[config.mk]
export PLATFORM = sky130hd
export DESIGN_NAME = if_stage
export DESIGN_NICKNAME = d
export VERILOG_FILES = /design/src/rtl/if_stage_pkg.sv /design/src/rtl/if_id_reg.sv /design/src/rtl/if_stage.sv
export SDC_FILE = /design/constraint.sdc
export NUM_CORES = 1
export LEC_CHECK = 0
export ABC_AREA = 0
export CORE_ASPECT_RATIO = 0.75
export CORE_MARGIN = 10
export CORE_UTILIZATION = 50
export DETAILED_ROUTE_END_ITERATION = 10
export PLACE_DENSITY = 0.81
export SKIP_CTS_REPAIR_TIMING = 1
export SYNTH_ARGS = -nofsm -noshare
export SYNTH_HDL_FRONTEND = slang
export SYNTH_SLANG_ARGS = --single-unit
[constraint.sdc]
create_clock -name clk -period 9.2 [get_ports clk]
set_clock_uncertainty 0.2 [all_clocks]
set_input_delay 0.92 -clock clk [delete_from_list [all_inputs] [get_ports clk]]
set_output_delay 0.92 -clock clk [all_outputs]
set_load 0.1 [all_outputs]
[src/rtl/if_stage_pkg.sv]
// Shared definitions for the instruction-fetch stage: FSM encodings, reset PC, NOP.
// Latency: n/a (package only).
// Backpressure: n/a (package only).
package if_stage_pkg;

  // Fetch FSM encodings
  localparam logic [1:0] S_REQ    = 2'd0;  // request on the bus
  localparam logic [1:0] S_WAIT   = 2'd1;  // request accepted, awaiting data
  localparam logic [1:0] S_HOLD   = 2'd2;  // fetched word parked in skid buffer
  localparam logic [1:0] S_CANCEL = 2'd3;  // drain a response that a redirect made stale

  localparam logic [31:0] RESET_PC_DEFAULT = 32'h0000_0000;
  localparam logic [31:0] NOP_INSTR        = 32'h0000_0000;

  // 32-bit modulo PC increment (0xFFFF_FFFC wraps to 0)
  function automatic logic [31:0] pc_plus4(input logic [31:0] pc);
    return pc + 32'd4;
  endfunction

endpackage

[src/rtl/if_id_reg.sv]
// IF/ID pipeline register with enable and flush; bubbles zero the whole entry.
// Latency: 1 cycle from ld_* to the D-side outputs.
// Backpressure: en=0 holds the contents; flush or ld_vld=0 under en loads a bubble.
module if_id_reg
  import if_stage_pkg::*;
(
  input  logic        clk,
  input  logic        rst,
  input  logic        en,
  input  logic        flush,
  input  logic        ld_vld,
  input  logic [31:0] ld_instr,
  input  logic [31:0] ld_pc,
  output logic [31:0] instrD,
  output logic [31:0] pcD,
  output logic [31:0] pcplus4D,
  output logic        validD
);

  logic [31:0] instr_q, instr_d;
  logic [31:0] pc_q, pc_d;
  logic [31:0] pcplus4_q, pcplus4_d;
  logic        valid_q, valid_d;

  // Next-state: hold, bubble, or load a delivered instruction
  always_comb begin
    instr_d   = instr_q;
    pc_d      = pc_q;
    pcplus4_d = pcplus4_q;
    valid_d   = valid_q;
    if (en) begin
      if (flush || !ld_vld) begin
        instr_d   = NOP_INSTR;
        pc_d      = 32'h0;
        pcplus4_d = 32'h0;
        valid_d   = 1'b0;
      end else begin
        instr_d   = ld_instr;
        pc_d      = ld_pc;
        pcplus4_d = pc_plus4(ld_pc);
        valid_d   = 1'b1;
      end
    end
  end

  // Register update with async reset to an empty (bubble) entry
  always_ff @(posedge clk or posedge rst) begin
    if (rst) begin
      instr_q   <= NOP_INSTR;
      pc_q      <= 32'h0;
      pcplus4_q <= 32'h0;
      valid_q   <= 1'b0;
    end else begin
      instr_q   <= instr_d;
      pc_q      <= pc_d;
      pcplus4_q <= pcplus4_d;
      valid_q   <= valid_d;
    end
  end

  assign instrD   = instr_q;
  assign pcD      = pc_q;
  assign pcplus4D = pcplus4_q;
  assign validD   = valid_q;

endmodule

[src/rtl/if_stage.sv]
// Instruction fetch: PC, single-outstanding addr_ok/data_ok fetch FSM, skid buffer, IF/ID register.
// Latency: zero-wait memory gives one instruction every 2 cycles; IF/ID loads 1 cycle after data_ok.
// Backpressure: stallD freezes IF/ID; a word landing during stallD parks in a one-entry skid buffer.
// Build option: define BRANCH_DELAY_SLOT_EN to keep the instruction after a branch/jump as a delay slot.
module if_stage
  import if_stage_pkg::*;
#(
  parameter logic [31:0] RESET_PC = RESET_PC_DEFAULT
) (
  input  logic        clk,
  input  logic        rst,
  output logic        inst_req,
  output logic [31:0] inst_addr,
  input  logic        inst_addr_ok,
  input  logic        inst_data_ok,
  input  logic [31:0] inst_rdata,
  input  logic        stallD,
  input  logic        pcsrcD,
  input  logic [31:0] pcbranchD,
  input  logic        jumpD,
  input  logic [31:0] pcjumpD,
  output logic [31:0] instrD,
  output logic [31:0] pcD,
  output logic [31:0] pcplus4D,
  output logic        validD,
  output logic        stallF
);

  logic [1:0]  state_q, state_d;
  logic [31:0] pc_q, pc_d;
  logic [31:0] skid_instr_q, skid_instr_d;
  logic [31:0] skid_pc_q, skid_pc_d;

  logic        redirect;
  logic [31:0] target;
  logic        fetch_done;
  logic        ld_vld;
  logic [31:0] ld_instr;
  logic [31:0] ld_pc;
  logic        flush;

`ifdef BRANCH_DELAY_SLOT_EN
  logic        pend_vld_q, pend_vld_d;
  logic [31:0] pend_tgt_q, pend_tgt_d;
`endif

  // Redirect qualification; jump wins over branch
  always_comb begin
    redirect   = validD && !stallD && (jumpD || pcsrcD);
    target     = jumpD ? pcjumpD : pcbranchD;
    fetch_done = (state_q == S_WAIT) && inst_data_ok;
  end

  // Fetch FSM, PC and skid buffer next-state
  always_comb begin
    state_d      = state_q;
    pc_d         = pc_q;
    skid_instr_d = skid_instr_q;
    skid_pc_d    = skid_pc_q;
`ifdef BRANCH_DELAY_SLOT_EN
    pend_vld_d   = pend_vld_q;
    pend_tgt_d   = pend_tgt_q;
`endif

    case (state_q)
      S_REQ: begin
        if (inst_addr_ok) state_d = S_WAIT;
      end
      S_WAIT: begin
        if (inst_data_ok) begin
`ifdef BRANCH_DELAY_SLOT_EN
          // A pending target takes effect once the delay-slot fetch lands
          pc_d       = pend_vld_q ? pend_tgt_q : pc_plus4(pc_q);
          pend_vld_d = 1'b0;
`else
          pc_d = pc_plus4(pc_q);
`endif
          if (stallD) begin
            skid_instr_d = inst_rdata;
            skid_pc_d    = pc_q;
            state_d      = S_HOLD;
          end else begin
            state_d = S_REQ;
          end
        end
      end
      S_HOLD: begin
        if (!stallD) state_d = S_REQ;
      end
      S_CANCEL: begin
        if (inst_data_ok) state_d = S_REQ;
      end
      default: state_d = S_REQ;
    endcase

    if (redirect) begin
`ifdef BRANCH_DELAY_SLOT_EN
      // Delay slot already fetched (parked or landing now): jump straight to target
      if ((state_q == S_HOLD) || fetch_done) begin
        pc_d       = target;
        pend_vld_d = 1'b0;
      end else begin
        pend_vld_d = 1'b1;
        pend_tgt_d = target;
      end
`else
      pc_d = target;
      case (state_q)
        // An accepted request to the old PC leaves a stale response to drain
        S_REQ:   state_d = inst_addr_ok ? S_CANCEL : S_REQ;
        S_WAIT:  state_d = inst_data_ok ? S_REQ : S_CANCEL;
        S_HOLD:  state_d = S_REQ;
        default: state_d = state_q;
      endcase
`endif
    end
  end

  // Fetch-side state registers
  always_ff @(posedge clk or posedge rst) begin
    if (rst) begin
      state_q      <= S_REQ;
      pc_q         <= RESET_PC;
      skid_instr_q <= NOP_INSTR;
      skid_pc_q    <= 32'h0;
    end else begin
      state_q      <= state_d;
      pc_q         <= pc_d;
      skid_instr_q <= skid_instr_d;
      skid_pc_q    <= skid_pc_d;
    end
  end

`ifdef BRANCH_DELAY_SLOT_EN
  // Pending redirect target, consumed by the delay-slot fetch completion
  always_ff @(posedge clk or posedge rst) begin
    if (rst) begin
      pend_vld_q <= 1'b0;
      pend_tgt_q <= 32'h0;
    end else begin
      pend_vld_q <= pend_vld_d;
      pend_tgt_q <= pend_tgt_d;
    end
  end
`endif

  // Memory-side outputs, hazard stall, and IF/ID load selection
  always_comb begin
    inst_req  = (state_q == S_REQ);
    inst_addr = pc_q;
    stallF    = (state_q == S_REQ) || ((state_q == S_WAIT) && !inst_data_ok);
    ld_vld    = fetch_done || (state_q == S_HOLD);
    ld_instr  = (state_q == S_HOLD) ? skid_instr_q : inst_rdata;
    ld_pc     = (state_q == S_HOLD) ? skid_pc_q : pc_q;
`ifdef BRANCH_DELAY_SLOT_EN
    flush     = 1'b0;
`else
    flush     = redirect;
`endif
  end

  if_id_reg u_if_id_reg (
    .clk      (clk),
    .rst      (rst),
    .en       (!stallD),
    .flush    (flush),
    .ld_vld   (ld_vld),
    .ld_instr (ld_instr),
    .ld_pc    (ld_pc),
    .instrD   (instrD),
    .pcD      (pcD),
    .pcplus4D (pcplus4D),
    .validD   (validD)
  );

endmodule

### Yosys cells after proc, flatten, opt, wreduce, memory -nomap -nowiden

Index checks and enable logic that the tools add are counted.

| storage, ports and cells | value |
|---|---|
| word-level logic and storage cells | 55 |
| input port bits | 103 |
| bits in registers | 195 |

| operators by class | value |
|---|---|
| muxes and demuxes | 20 |
| add/subtract/negate cells | 2 |
| reductions and logical operators | 17 |
| equality and inequality tests | 8 |

Operator list:

| kind | number |
|---|---|
| $mux 32 | 9 |
| $add 32x3->32 const B | 2 |
| $mux 2 | 8 |
| $ne 3x2->1 const B | 3 |
| $pmux 2 s4 | 1 |
| $pmux 2 s3 | 1 |
| $reduce_and 5->1 | 1 |
| $eq 2x2->1 const B | 2 |
| $logic_and 1x1->1 | 4 |
| $logic_or 1x1->1 | 4 |
| $ne 4x4->1 const B | 1 |
| $reduce_bool 2->1 | 2 |
| $logic_not 1->1 | 3 |
| $ne 3x1->1 const B | 1 |
| $reduce_and 3->1 | 1 |
| $eq 2x1->1 const B | 1 |
| $logic_not 2->1 | 1 |
| $reduce_and 2->1 | 1 |
| $mux 1 | 1 |

### Longest topological paths before layout

Gate-level depths: netlist of the first run.

| depth | value |
|---|---|
| word-level depth | 6 |
| mapped depth | 16 |
| gate-level depth less buffers | 10 |

### Modules after synthesis

From an unflattened synthesis of the first run, not the netlist that was laid out.

| second synthesis, totals | value |
|---|---|
| cells, all modules | 847 |
| area, all modules | 9,650.5 um^2 |

By module, submodules not included:

| module | cells each | seq. area each (um^2) | instances | area an instance (um^2) |
|---|---|---|---|---|
| if_stage | 485 | 2,452.4 | 1 | 5,512.8 |
| if_id_reg | 362 | 2,377.3 | 1 | 4,137.7 |

### Worst setup path after synthesis of the first run

Ideal clock, no wire load.

| timing path | value |
|---|---|
| path kind | register to register |
| from | register state_q[0] |
| to | register u_if_id_reg.pcplus4_q[24] (netlist: u_if_id_reg.pcplus4D[24]) |
| setup time | 123 ps |
| data arrival time | 3,796 ps |
| setup slack | 5,081 ps |
| buffers on the path | 6 |
| clock period less this slack | 4,119 ps |
| required time | 8,877 ps |
| cell stages (with the launch flop) | 17 |
| cell sequence | dfrtp_1 -> inv_1 -> ha_1 -> buf_6 -> buf_4 -> buf_2 -> buf_2 -> buf_2 -> buf_2 -> mux2i_1 -> inv_1 -> ha_1 -> inv_1 -> a211oi_2 -> nand4_2 -> or4_1 -> a32o_1 |

| between the ends | value |
|---|---|
| longest elaborated chain between the ends | 6 |
| elaborated cells on any way between the ends | 9 |
| those cells by class | 1 x add/sub; 2 x eq/ne; 2 x mux; 4 x reduce/logical |

RTL lines:

| element | RTL line | text |
|---|---|---|
| start: declaration | if_stage.sv:29 | `logic [1:0] state_q, state_d;` |
| start signal: assignment | if_stage.sv:127 | `state_q <= state_d;` |
| parallel branches: the longest is 5 deep, another holds $add 32x3->32 | n/a |  |
| $mux 32 * | if_id_reg.sv:32 | `if (flush \|\| !ld_vld) begin` |
| end signal: assignment | if_id_reg.sv:56 | `pcplus4_q <= pcplus4_d;` |
| end: declaration | if_id_reg.sv:22 | `logic [31:0] pcplus4_q, pcplus4_d;` |

Every way passes the cells marked *.
A chain may end at the register's enable or synchronous reset.

### Worst setup path in the final report of the first run

| timing path | value |
|---|---|
| from | register state_q[0] |
| to | register u_if_id_reg.pcplus4_q[28] (netlist: u_if_id_reg.pcplus4D[28]) |

The elaborated chain is that of the path after synthesis.

==> results of run 1 <==
-- through the flow --
step	hold slack, ns	worst slack [ns]
3_3_place_gp	0.265	4.76
6_report	0.280	4.56
4_1_cts	0.290	4.55
2_1_floorplan	0.279	2.82
3_5_place_dp	0.273	4.60
5_1_grt	0.306	4.23
-- flip-flops by register name, indices dropped and copies added (netlist names) --
name	flops
inst_addr	32
skid_pc_q	32
u_if_id_reg.pcD	30
skid_instr_q	32
u_if_id_reg.instrD	32
u_if_id_reg.validD	1
state_q	2
u_if_id_reg.pcplus4D	32
-- tightest hold or removal path, cell delays in order (launching register included) --
cell and delay [ns]:
dfrtp_1 0.34, nand2_1 0.05, o21ai_0 0.06
-- worst paths after layout --
check	endpoint	slack [ns]
min in group asynchronous	skid_instr_q[12]	0.86
worst max register to register	u_if_id_reg.pcplus4D[28]	4.56
worst min-delay path	u_if_id_reg.pcD[16]	0.28
max in group asynchronous	skid_pc_q[9]	6.53
worst min register to register	u_if_id_reg.pcD[16]	0.28
worst max-delay path	u_if_id_reg.pcplus4D[28]	4.56
-- final cells by class --
class / instances / area (µm²) / area share, %
Sequential cell: 193 / 4830 / 38.3
Multi-Input combinational cell: 632 / 4410 / 35.0
Timing Repair Buffer: 240 / 2380 / 18.8
Clock buffer: 19 / 453 / 3.59
Tap cell: 247 / 309 / 2.45
Clock inverter: 13 / 196 / 1.56
Inverter: 10 / 45.0 / 0.357
-- synth_stat cells (all sizes together), types with 6 or more instances --
cell,number,area share [%]
a211oi,29,2.3
a21oi,33,1.7
a22o,6,0.55
a32o,6,0.63
and4,6,0.55
buf,18,1.1
clkbuf,48,1.9
dfrtp,193,51
ha,7,0.92
inv,10,0.39
mux2,68,8.0
mux2i,68,7.1
nand2,116,4.6
nand3,34,1.8
nand3b,9,0.84
nand4,13,1.1
nor2,14,0.55
nor2b,27,1.8
nor3,6,0.32
nor4,9,0.59
o21ai,88,4.6
or4,6,0.47
xnor2,34,3.1
xor2,11,1.0
-- per-layer routing --
| metal | GRT usage [%] | wire length [µm] | part of all wire [%] | up-vias |
|---|---|---|---|---|
| li1 | - | - | - | 3625 |
| met3 | 8.50 | 2430 | 9.1 | 13 |
| met2 | 30.7 | 11600 | 43 | 296 |
| met4 | 3.56 | 157 | 0.59 | 0 |
| met1 | 28.6 | 12400 | 47 | 3707 |
| met5 | 0 | 0 | 0 | - |
-- logic make-up after synthesis --
kind of cell	after synthesis
AOI/OAI and AO/OA	187
buffers and inverters	76
DFF	193
and+or+nand+nor	257
adders and majority gates	7
xor gates and xnor gates	45
muxes	136
==> run metrics, run 1 <==
CTS Sinks 193; Syn-to-layout area delta 32.5%; worst r2r path cells 11; grt ovf 0; DRT Pass-1 Iters 6; routed vias 7641; Yosys cell types 50; core box area 18600 µm²; initial DRC count 670; root buffer cell clkbuf_16; vias in the first global route 7601; Non-Filler Instances 1354; Ports 234; first-pass GRT wire length 42900 µm; Placed Instances 1322; Hold Crit Start u_if_id_reg.pcD[16]; Layout fillers 1436; WP data required 9.32 ns; # diodes 0; CTS tree yes; GRT Total Usage 20.9%; count of final max-slew check failures 0; die span in y 140 µm; final wirelength 26600 µm; DRT antenna net count 0; Die Span X 179 µm; Crit path max-delay family buffers and inverters; CP Launch Type flop; Critical Path Sink Type flop; CP most frequent cell inv_1; fraction of layout cells with a size suffix above 1 10.9%; pin count of the biggest net entering global routing 134; fin area 12600 µm²; synthesized area 9530 µm²; worst skew pair latency 0.43 ns; Seq/Total Area, Yosys 50.7%; clock buffer depth 2; XOR/XNOR Fraction of Synth Area 4.14%; die area 25000 µm²; YS warnings 0; Synth Instances 901; slew margin rel. 24.9%; instance count on the critical path 11; Core Util, Final 67.8%; IO Port Bufs 233; vias per cell 5.64; ys async rst share 100%; CP max stage delay 0.71 ns; Hold Path Depth 2; Synth Area in Compound Gates 11.9%; Post-Synth Simple-Gate Area 13.8%; Adder-Cell Fraction of Synth Area 0.919%; worst slew pin tran 1.12 ns; fin crit period 4.64 ns; post-synthesis area per instance 10.6 µm²; most frequent cells in the layout clkdlybuf4s50_1, dfrtp_1, nand2_1; total negative slack 0 ns; syn_nets 1011; mux cell area share after synthesis 15.2%; Peak Freq 215 MHz; FP Rows 43; DR DRC count 0; cts bufs inserted 17; max capacitance violation total 0; Synth Flop Type dfrtp_1; Routed WL per cell 19.6 µm; GP Congestion 0.854; Worst Path Max Fanout 64; placed inst area 12000 µm²; Arrival @ worst endpoint 4.76 ns; Starting Density 51.2%; Tcrit/Tclk final 50.5%; unrepaired setup endpoints after global routing false; H-tree lvl count 4; slowest cell on the critical path buf_4; largest family of logic cells by synthesized area multiplexers; # setup viols final 0; CP bufs+invs 4; Hold Vio Cnt, Final 0; commonest non-fill, non-tap cell in the layout clkdlybuf4s50_1; post-DP HPWL 19300 µm; initial antenna violation count 0; crit path kind flop to flop; worst reg2reg path startpoint state_q[0]; status finished, final reports clean; number of synthesized flops with an enable pin 0; HP Class flop to flop; crit path from state_q[0]; Worst-path clk slew 0.07 ns; #FFs+latches synth 193; CP Cell Sequence inv_1, ha_4, buf_4, mux2i_1, inv_1, ha_1, inv_1, a211oi_2, nand4_2, or4_1, a32o_1; Nets 1204
Power of run 1 is left out: the tool's default activity adds up to more than one toggle a clock period on the data nets, which glitch-free logic cannot reach.
==> inputs of run 2 (changes only) <==
--- a/config.mk
+++ b/config.mk
@@ -8,9 +8,9 @@
 export ABC_AREA = 0
 export CORE_ASPECT_RATIO = 0.75
 export CORE_MARGIN = 10
-export CORE_UTILIZATION = 50
+export CORE_UTILIZATION = 45
 export DETAILED_ROUTE_END_ITERATION = 10
-export PLACE_DENSITY = 0.81
+export PLACE_DENSITY = 0.77
 export SKIP_CTS_REPAIR_TIMING = 1
 export SYNTH_ARGS = -nofsm -noshare
 export SYNTH_HDL_FRONTEND = slang
==> constraint.sdc (replaced) <==
create_clock -name clk -period 3.9 [get_ports clk]
set_clock_uncertainty 0.2 [all_clocks]
set_input_delay 0.39 -clock clk [delete_from_list [all_inputs] [get_ports clk]]
set_output_delay 0.39 -clock clk [all_outputs]
set_load 0.1 [all_outputs]
==> run 2 against run 1 <==
Against the previous run: first-iteration DRC count is 9.1% lower; core utilization is 7.2 points lower; maximum frequency grew 39%; die area increased by 9.7%; worst setup slack worse by 4.0 ns; critical path depth is 2 lower; global-route usage shrank 1.3 points; clock-buffer cell count is 1 higher; sequential share of layout area fell by 0.34 points; cell area increased by 0.89%; highest routed layer is now met5.
==> run metrics, run 2 (synthesis results as in run 1) <==
Worst Path Max Fanout 38 (-41%); worst slew pin tran 1.16 ns (+0.0405 ns); H-tree lvl count 4 (unchanged); fraction of layout cells with a size suffix above 1 11.7% (+0.79 points); routed vias 7772 (+1.7%); die area 27500 µm² (+9.7%); initial antenna violation count 1 (+1); final wirelength 27200 µm (+2.5%); post-DP HPWL 20300 µm (+5.3%); worst skew pair latency 0.43 ns (about the same); fin crit period 3.34 ns (-1.30 ns); core box area 21000 µm² (+13%); DR DRC count 0 (unchanged); slew margin rel. 22.2% (-2.7 points); CP most frequent cell buf_4; CTS Sinks 193 (unchanged); status finished, final reports clean; Syn-to-layout area delta 33.6%; CP Cell Sequence inv_1, ha_4, buf_4, mux2i_1, a21oi_1, buf_4, nand3_1, or4_1, a32o_1; DRT antenna net count 0 (unchanged); first-pass GRT wire length 43500 µm (+1.4%); worst reg2reg path startpoint state_q[0]; R2R Path End u_if_id_reg.pcplus4D[29]; worst r2r path cells 9 (-2); cts bufs inserted 17 (unchanged); # setup viols final 0 (unchanged); max capacitance violation total 0 (unchanged); Worst-path clk slew 0.07 ns (about the same); CP max stage delay 0.52 ns (-0.19 ns); vias in the first global route 7610 (+0.12%); die span in y 146 µm (+4.6%); Ports 234 (unchanged); root buffer cell clkbuf_16; crit path from state_q[0]; slowest cell on the critical path or4_1; Tcrit/Tclk final 85.7% (+35 points); Die Span X 188 µm (+4.8%); GRT Total Usage 19.6% (-1.3 points); clock buffer depth 2 (unchanged); setup slack after layout 0.557 ns (-4.00 ns); Critical path destination u_if_id_reg.pcplus4D[29]; FP Rows 46 (+7.0%); DRT Pass-1 Iters 4 (-2); Arrival @ worst endpoint 3.46 ns (-1.30 ns); Starting Density 45.4% (-5.8 points); Critical Path Sink Type flop; # diodes 0 (unchanged); pin count of the biggest net entering global routing 97 (-28%); unrepaired setup endpoints after global routing false; IO Port Bufs 233 (unchanged); CP Launch Type flop; commonest non-fill, non-tap cell in the layout clkdlybuf4s50_1; WP data required 4.02 ns (-5.30 ns); initial DRC count 609 (-9.1%); crit path kind flop to flop; Nets 1215 (+0.91%); vias per cell 5.53 (-2.0%); Hold Vio Cnt, Final 0 (unchanged); count of final max-slew check failures 0 (unchanged); Worst R2R Setup Slack 0.56 ns (-4.00 ns); most frequent cells in the layout clkdlybuf4s50_1, dfrtp_1, nand2_1; GP Congestion 0.876 (+2.6%); Routed WL per cell 19.4 µm (-1.3%); CTS tree yes; total negative slack 0 ns (unchanged); worst slack, placed 0.635 ns (-3.96 ns); grt ovf 0 (unchanged); Peak Freq 299 MHz (+39%); HP Class input port to flop
[run 2: changes by cell type in the layout (fill, tap and decap cells not counted), sizes merged]
| cell | previous run | this run |
|---|---|---|
| clkinvlp | 1 | 4 |
| clkbuf | 19 | 20 |
| bufinv | 4 | 2 |
| inv | 16 | 14 |
| clkdlybuf4s50 | 231 | 230 |
| buf | 9 | 21 |
[run 2: per-stage QoR]
stage | cell area (µm²) | utilization (%) | hold slack [ns] | cells
finish | 12700 | 60.6 | 0.0451 | 1406
CTS | 12700 | 60.6 | 0.0274 | 1406
detailed placement | 12100 | 57.8 | 0.273 | 1374
global route | 12700 | 60.6 | 0.0701 | 1406
floorplan | 9560 | - | 0.279 | 901
global placement | 12100 | 57.8 | 0.264 | 1374
[run 2: worst min-delay path by stage]
stage,start,end,depth (start not counted)
5_1_grt,stallD,u_if_id_reg.validD,3
3_5_place_dp,u_if_id_reg.instrD[11],u_if_id_reg.instrD[11],2
2_1_floorplan,skid_instr_q[24],skid_instr_q[24],1
3_3_place_gp,u_if_id_reg.instrD[3],u_if_id_reg.instrD[3],2
6_report,stallD,u_if_id_reg.validD,3
4_1_cts,stallD,u_if_id_reg.validD,3
[run 2: final cells by class]
class	count	area, µm²
repair buffers	251	2480
clock inverters	12	146
well taps	288	360
flip-flops and latches	193	4830
multi-input cells	632	4430
inverters	10	41.3
clock buffers	20	447
fillers	1726	8270
[run 2: layer usage]
metal  part of all wire (%)  track usage [%]  vias up
met1                     48             28.0     3792
met5                  0.044                0        -
met3                    7.7             5.66       25
met2                     43             28.5      302
li1                       -                -     3651
met4                    1.2             4.83        2
[run 2: critical path, delay by kind of cell (launching register included)]
kind	cells	cell delay [ns]
compound gates	2	0.46
simple gates	2	0.65
mux	1	0.26
flops	1	0.40
buf+inv	3	0.76
fa+ha+maj	1	0.47
Power of run 2 is left out for the same reason.
==> inputs of run 3 (changes only) <==
--- a/config.mk
+++ b/config.mk
@@ -12,6 +12,8 @@
 export DETAILED_ROUTE_END_ITERATION = 10
 export PLACE_DENSITY = 0.77
 export SKIP_CTS_REPAIR_TIMING = 1
+export SKIP_LAST_GASP = 1
 export SYNTH_ARGS = -nofsm -noshare
 export SYNTH_HDL_FRONTEND = slang
+export SYNTH_HIERARCHICAL = 1
 export SYNTH_SLANG_ARGS = --single-unit
==> run 3 against run 2 <==
Against the previous run: first-iteration DRC count grew 16%; maximum frequency shrank 8.8%; area after synthesis grew 1.3%; final cell count shrank 3.9%; sequential cell count is the same; critical endpoint is now u_if_id_reg/pcplus4D[30]; largest cell class unchanged.
==> run metrics, run 3 <==
GRT Total Usage 20.5% (+0.88 points); # setup viols final 0 (unchanged); cts bufs inserted 17 (unchanged); Peak Freq 273 MHz (-8.8%); core box area 21100 µm² (+0.55%); DR DRC count 0 (unchanged); vias in the first global route 7692 (+1.1%); Nets 1160 (-4.5%); DRT antenna net count 0 (unchanged); clock buffer depth 2 (unchanged); Post-synth top cells dfrtp_1, mux2_2, a22o_1; worst r2r path cells 9 (unchanged); status finished, final reports clean; Ports 234 (unchanged); fraction of layout cells with a size suffix above 1 18.3% (+6.5 points); synthesized area 9650 µm² (+1.3%); count of final max-slew check failures 0 (unchanged); Worst R2R Setup Slack 0.23 ns (-0.32 ns); commonest non-fill, non-tap cell in the layout clkdlybuf4s50_1; unrepaired setup endpoints after global routing false; fin crit period 3.67 ns (+0.323 ns); GP Congestion 0.894 (+2.1%); most common cell in the netlist dfrtp_1; YS warnings 6 (+6); Synth top area share 50.0% (-0.63 points); max capacitance violation total 0 (unchanged); crit path kind flop to flop; number of synthesized flops with an enable pin 0 (unchanged); DRT Pass-1 Iters 5 (+1); Synth Instances 847 (-6.0%); CTS Sinks 193 (unchanged); Die Span X 189 µm (+0.56%); Routed WL per cell 21.6 µm (+12%); Worst Path Max Fanout 24 (-37%); total negative slack 0 ns (unchanged); pin count of the biggest net entering global routing 79 (-19%); root buffer cell clkbuf_16; H-tree lvl count 4 (unchanged); #FFs+latches synth 193 (unchanged); routed vias 7806 (+0.44%); Hold Vio Cnt, Final 0 (unchanged); initial antenna violation count 0 (-1); FP Rows 46 (unchanged); Yosys cell types 65 (+30%); # diodes 0 (unchanged); die span in y 147 µm (+0.54%); IO Port Bufs 233 (unchanged); syn_nets 957 (-5.3%); post-DP HPWL 21400 µm (+5.6%); final wirelength 29200 µm (+7.2%); synth top area cells dfrtp_1, mux2_2, a22o_1; Seq/Total Area, Yosys 50.0% (-0.63 points); Tcrit/Tclk final 94.0% (+8.3 points); first-pass GRT wire length 45500 µm (+4.6%); Starting Density 45.7% (+0.32 points); HP Class input port to async pin; Syn-to-layout area delta 32.3%; Worst-path clk slew 0.07 ns (about the same); CP Launch Type flop; Critical Path Sink Type flop; initial DRC count 707 (+16%); area leader, netlist dfrtp_1; worst skew pair latency 0.43 ns (about the same); Arrival @ worst endpoint 3.78 ns (+0.32 ns); die area 27800 µm² (+1.1%); worst slew pin tran 1.07 ns (-0.0921 ns); WP data required 4.01 ns (about the same); slew margin rel. 28.3% (+6.2 points); post-synthesis area per instance 11.4 µm² (+7.7%); vias per cell 5.78 (+4.5%); most frequent cells in the layout clkdlybuf4s50_1, dfrtp_1, mux2_2; grt ovf 0 (unchanged); ys async rst share 100% (unchanged); Synth Flop Type dfrtp_1; CTS tree yes; Layout fillers 1745 (+1.1%)
run 3: changes by cell type after synthesis, sizes merged, moves of 9 or more:
cell,change
nand2,-68
o21ai,-61
mux2i,-59
a22o,+58
mux2,+57
xnor2,-16
inv,+13
nand3,-12
a31oi,+11
a21oi,-10
nand4,+9
run 3: stage by stage:
step                area, µm²  cells  hold slack [ns]  utilization (%)  setup slack, ns
floorplan                9650    847            0.250                -            0.582
global placement        12200   1319            0.262             57.7            0.606
detailed placement      12200   1319            0.272             57.7            0.407
CTS                     12800   1351            0.148             60.5            0.411
global route            12800   1351            0.172             60.5            0.118
finish                  12800   1351            0.161             60.5            0.234
run 3: cell families after synthesis:
| kind of cell | after synthesis | synth area share [%] |
|---|---|---|
| and+or+nand+nor | 207 | 12.5 |
| AOI/OAI and AO/OA | 193 | 14.7 |
| DFF | 193 | 50.0 |
| muxes | 134 | 15.5 |
| buffers and inverters | 87 | 3.98 |
| xor gates and xnor gates | 26 | 2.36 |
| adders and majority gates | 7 | 0.908 |
run 3: critical path: stages, from the launching register on:
cell and delay (ns):
dfrtp_1 0.41, inv_1 0.11, ha_2 0.56, buf_4 0.37
nand2_1 0.07, o21ai_0 0.24, nand4_1 0.32, nor4_1 0.78
a21oi_1 0.17, a211o_1 0.30
run 3: layout make-up:
| class | instances | area (µm²) | share of cell area (%) |
|---|---|---|---|
| well taps | 288 | 360 | 2.82 |
| multi-input cells | 567 | 4450 | 34.9 |
| clock buffers | 19 | 443 | 3.47 |
| clock inverters | 13 | 148 | 1.16 |
| flip-flops and latches | 193 | 4830 | 37.8 |
| repair buffers | 247 | 2440 | 19.1 |
| inverters | 24 | 95.1 | 0.745 |
run 3: layer usage:
layer | up-vias | GRT usage, % | wire, µm
met3 | 13 | 6.39 | 2620
li1 | 3589 | - | -
met5 | - | 0 | 0
met2 | 337 | 30.9 | 13100
met1 | 3867 | 28.5 | 13300
met4 | 0 | 3.92 | 154
run 3: worst paths after layout:
| check | start | to |
|---|---|---|
| worst max-delay path | state_q[0] | u_if_id_reg/pcplus4D[30] |
| worst min-delay path | rst | u_if_id_reg/instrD[31] |
| worst max register to register | state_q[0] | u_if_id_reg/pcplus4D[30] |
| worst min register to register | skid_pc_q[10] | skid_pc_q[10] |
| max in group asynchronous | rst | skid_instr_q[1] |
| min in group clk | skid_pc_q[10] | skid_pc_q[10] |
Power of run 3 is left out for the same reason.
